<file path="src/rtl/rggen_external_bus_arbiter.sv">
// Round-robin arbiter sharing one external register-bus slave among N requesters.
// Registers the winning request downstream and routes the response to the owner.
module rggen_external_bus_arbiter #(
  parameter int N_MASTERS      = 2,
  parameter int ADDRESS_WIDTH  = 8,
  parameter int BUS_WIDTH      = 32,
  parameter int STROBE_WIDTH   = BUS_WIDTH / 8,
  parameter int TIMEOUT_CYCLES = 0
)(
  input  logic                               i_clk,
  input  logic                               i_rst_n,
  input  logic [N_MASTERS-1:0]               i_valid,
  input  logic [2*N_MASTERS-1:0]             i_access,
  input  logic [ADDRESS_WIDTH*N_MASTERS-1:0] i_address,
  input  logic [BUS_WIDTH*N_MASTERS-1:0]     i_write_data,
  input  logic [STROBE_WIDTH*N_MASTERS-1:0]  i_strobe,
  output logic [N_MASTERS-1:0]               o_ready,
  output logic [1:0]                         o_status,
  output logic [BUS_WIDTH-1:0]               o_read_data,
  output logic [N_MASTERS-1:0]               o_grant,
  output logic                               o_bus_valid,
  output logic [1:0]                         o_bus_access,
  output logic [ADDRESS_WIDTH-1:0]           o_bus_address,
  output logic [BUS_WIDTH-1:0]               o_bus_write_data,
  output logic [STROBE_WIDTH-1:0]            o_bus_strobe,
  input  logic                               i_bus_ready,
  input  logic [1:0]                         i_bus_status,
  input  logic [BUS_WIDTH-1:0]               i_bus_read_data
);
  localparam logic [1:0] RGGEN_READ        = 2'b10;
  localparam logic [1:0] RGGEN_OKAY        = 2'b00;
  localparam logic [1:0] RGGEN_SLAVE_ERROR = 2'b10;
  localparam int IW = $clog2(N_MASTERS);
  localparam int CW =
    (TIMEOUT_CYCLES > 0) ? $clog2(TIMEOUT_CYCLES + 1) : 1;

  typedef enum logic {IDLE, BUSY} state_t;

  state_t        state;
  logic [IW-1:0] last;
  logic [IW-1:0] owner;
  logic [IW-1:0] winner;
  logic [IW-1:0] cand;
  logic          found;
  logic [CW-1:0] count;
  logic          timeout;
  logic          done;

  // first valid requester after the previous owner, wrapping around
  always_comb begin
    winner = last;
    found  = 1'b0;
    cand   = '0;
    for (int i = 1; i <= N_MASTERS; i++) begin
      cand = IW'((int'(last) + i) % N_MASTERS);
      if (!found && i_valid[cand]) begin
        winner = cand;
        found  = 1'b1;
      end
    end
  end

  if (TIMEOUT_CYCLES > 0) begin : g_timeout
    assign timeout = (state == BUSY) && !i_bus_ready &&
                     (count == CW'(TIMEOUT_CYCLES - 1));
  end else begin : g_no_timeout
    assign timeout = 1'b0;
  end

  assign done = (state == BUSY) && (i_bus_ready || timeout);

  always_comb begin
    o_ready     = '0;
    o_status    = RGGEN_OKAY;
    o_read_data = '0;
    if (done) begin
      o_ready = o_grant;
      if (i_bus_ready) begin
        o_status    = i_bus_status;
        o_read_data = i_bus_read_data;
      end else begin
        o_status = RGGEN_SLAVE_ERROR;
      end
    end
  end

  always_ff @(posedge i_clk or negedge i_rst_n) begin
    if (!i_rst_n) begin
      state            <= IDLE;
      last             <= IW'(N_MASTERS - 1);
      owner            <= '0;
      count            <= '0;
      o_grant          <= '0;
      o_bus_valid      <= 1'b0;
      o_bus_access     <= RGGEN_READ;
      o_bus_address    <= '0;
      o_bus_write_data <= '0;
      o_bus_strobe     <= '0;
    end else begin
      unique case (state)
        IDLE: begin
          if (|i_valid) begin
            state            <= BUSY;
            owner            <= winner;
            count            <= '0;
            o_grant          <= N_MASTERS'(1) << winner;
            o_bus_valid      <= 1'b1;
            o_bus_access     <= i_access[2*int'(winner)+:2];
            o_bus_address    <=
              i_address[ADDRESS_WIDTH*int'(winner)+:ADDRESS_WIDTH];
            o_bus_write_data <=
              i_write_data[BUS_WIDTH*int'(winner)+:BUS_WIDTH];
            o_bus_strobe     <=
              i_strobe[STROBE_WIDTH*int'(winner)+:STROBE_WIDTH];
          end
        end
        BUSY: begin
          if (done) begin
            state       <= IDLE;
            last        <= owner;
            o_grant     <= '0;
            o_bus_valid <= 1'b0;
          end else if (count != '1) begin
            count <= count + 1'b1;
          end
        end
        default: state <= IDLE;
      endcase
    end
  end
endmodule

</file>
<file path="config.mk">
export PLATFORM = sky130hd
export DESIGN_NAME = rggen_external_bus_arbiter
export DESIGN_NICKNAME = d
export VERILOG_FILES = /design/src/rtl/rggen_external_bus_arbiter.sv
export SDC_FILE = /design/constraint.sdc
export NUM_CORES = 1
export LEC_CHECK = 0
export CORE_MARGIN = 4
export CORE_UTILIZATION = 32
export DETAILED_ROUTE_END_ITERATION = 12
export GPL_TIMING_DRIVEN = 0
export PLACE_DENSITY = 0.82
export SYNTH_ARGS = -nofsm -noshare
export SYNTH_HDL_FRONTEND = slang
export SYNTH_SLANG_ARGS = --single-unit
</file>
<file path="constraint.sdc">
create_clock -name i_clk -period 1.8 [get_ports i_clk]
set_input_delay 0.36 -clock i_clk [delete_from_list [all_inputs] [get_ports i_clk]]
set_output_delay 0.36 -clock i_clk [all_outputs]
set_load 0.005 [all_outputs]
</file>
==> impl_metrics.tcl <==
set metrics [dict create \
    die_w_um 96.1 \
    nets 576 \
    synth_nets 350 \
    antenna-diode-count 0 \
    ir_drop_v 0.000492 \
    final_antenna_net_count 0 \
    dr.pass1.iters 4 \
    cp.required_ns 1.44 \
    start_kind "flop" \
    grt_pass1_vias 2946 \
    total_power_mw 5.39 \
    drtIter0Drc 50 \
    cts_sinks 52 \
    cts_max_path_buffers 2 \
    clock_latency_ns 0.30 \
    finClkSkew_ns 0.00444 \
    period_minus_slack_ns 1.76 \
    cts_tree "built" \
    hold_viol_final 0 \
    start_util_pct 33.5 \
    syn2layout_area_growth_pct 94.5 \
    outcome "finished clean" \
    synth_top_area_share_pct 50.4 \
    synth_area_per_cell_um2 11.3 \
    clk_pin_slew_ns 0.09 \
    synth_area_leader_cell "dfrtp_1" \
    synth_warnings 0 \
    hold_class "in2async" \
    postSynthCellCount 219 \
    ys_ff_latch 52 \
    critPathTopFamily "buffers and inverters" \
    core_um2 7410 \
    power.density_nw_per_um2 1120 \
    cp_slowest_cell "dfrtp_1" \
    wl_mm 9.85 \
    ios 216 \
    cp_max_fo 4 \
    yosysMostFrequentCell "dfrtp_1" \
    dp_slack_ns -0.327 \
    antenna_found_initial 0 \
    dp_hpwl_mm 7.88 \
    dieArea_um2 9230 \
    wl_per_cell_um 18.1 \
    cp_cell_sequence "buf_8, buf_4, and3_1, dlygate4sd2_1" \
    grt_max_degree 28 \
    drt_drc_violations_left 0 \
    die_h_um 96.1 \
    yosys.cell_types.count 16 \
    drive_gt1_share_pct 11.7 \
    slew_violations 0 \
    dp_cells 533 \
    p_leak_nw 2.22 \
    postLayoutCoreUtil_pct 65.1 \
    vias 2710 \
    finalWorstSetupSlack_ns 0.0365 \
    cts_hold_buf 0 \
    cp.arrival_ns 1.40 \
    synthTopCellsByCount "dfrtp_1 (50), a221o_1 (46), and2_1 (46)" \
    synth.yosys.seq_area_share_pct 52.5 \
    slew_headroom_pct 59.1 \
    rows 31 \
    port_buffers 214 \
    synth_edf_count 0 \
    root_buffer "clkbuf_8" \
    grt.overflow.total 0 \
    instances_no_fill 545 \
    vias_per_cell 4.97 \
    fin_tns_setup_ns 0 \
    syn_area_um2 2480 \
    grt_usage_pct 19.8 \
    gp_congestion 0.763 \
    grt_pass1_wl_mm 14.0 \
    maxCapViolCount 0 \
    numCtsBuffers 5 \
    tightest_slew_ns 0.614 \
    max_freq_mhz 567 \
    crit_path_end_kind "output pin" \
    synthTopCellsByArea "dfrtp_1 (50%), a221o_1 (19%), and2_1 (12%)" \
    min_period_over_period_pct 98.0 \
    synthArstFlopShare_pct 100 \
    ys.flop_type "dfrtp_1" \
    criticalPathCategory "reg2out" \
    worst_path_largest_cell_delay_ns 0.42 \
    setup_viol 0 \
    h-tree-depth 2 \
    cp.buffers_inverters 3 \
]
## state kept, by name, indices dropped and copies added (netlist names)
name	flops
last	1
o_bus_access	2
o_bus_address	8
o_bus_strobe	4
o_bus_valid	1
o_bus_write_data	32
o_grant	2
owner	1
state	1
## final timing paths
| check | start | endpoint | slack, ns | cells past startpoint |
|---|---|---|---|---|
| worst max-delay path | state | o_status[0] | 0.04 | 4 |
| worst min-delay path | i_rst_n | o_bus_write_data[29] | 0.06 | 1 |
| worst max register to register | state | o_bus_write_data[3] | 0.13 | 5 |
| worst min register to register | last | last | 0.50 | 2 |
| max in group asynchronous | i_rst_n | last | 1.11 | 2 |
| min in group i_clk | i_bus_ready | state | 0.44 | 2 |
## worst reg2reg max path, delay by kind of cell, from the launching register on
| family | cells | cell delay, ns |
|---|---|---|
| compound gates | 2 | 0.52 |
| buf+inv | 2 | 0.40 |
| flops | 1 | 0.42 |
| simple gates | 1 | 0.22 |
## layout make-up
cell class                      instances  area (um^2)
Clock inverter                          1         7.51
Multi-Input combinational cell        142         1060
Tap cell                               99          124
Fill cell                             590         2580
Inverter                                2         7.51
Buffer                                 23          159
Clock buffer                            7         86.3
Timing Repair Buffer                  219         2070
Sequential cell                        52         1300
## kinds of logic after synthesis
family                 Yosys count  synth area share [%]
buffers and inverters           25                  4.89
AO/OA/AOI/OAI                   52                  20.2
flip-flops                      52                  52.5
AND/OR/NAND/NOR                 90                  22.4
## repair_timing
action / CTS / global route
hold endpoints to repair: 0 / 0
pin swaps: 0 / 0
buffers inserted: 3 / 1
gates cloned: 0 / 0
resized for setup: 92 / 17
setup endpoints to repair: 38 / 32
## power breakdown
group,total [mW],switching (mW),internal (mW)
Sequential,1.94,0.260,1.68
Clock,0.702,0.388,0.314
Combinational,2.75,0.952,1.80
## metrics by stage
stage	instance area, um^2	hold slack [ns]
after detailed placement	4760	0.406
after global routing	4820	0.0927
after floorplan	2480	0.0644
after global placement	4750	0.468
final	4820	0.0579
after CTS	4850	0.0715
## placed cells by master (no fill, tap or decap), drive strengths merged
master           n
dlygate4sd2     12
clkdlybuf4s15    4
and3            38
clkdlybuf4s50  177
inv              2
nand2            5
and2            46
o21bai           1
a221o           46
a31o             2
dfstp            2
nand2b           1
buf             27
clkinvlp         1
a21oi            1
o21ai            2
dfrtp           50
clkbuf          29
## routing by layer
layer | vias to the layer above | global-route usage, % | wire (um)
met2 | 138 | 36.9 | 5090
met1 | 1288 | 21.4 | 3550
met4 | 0 | 5.33 | 133
met5 | - | 0 | 0
li1 | 1275 | - | -
met3 | 9 | 6.25 | 1070
Power figures use the tool's default switching activity.
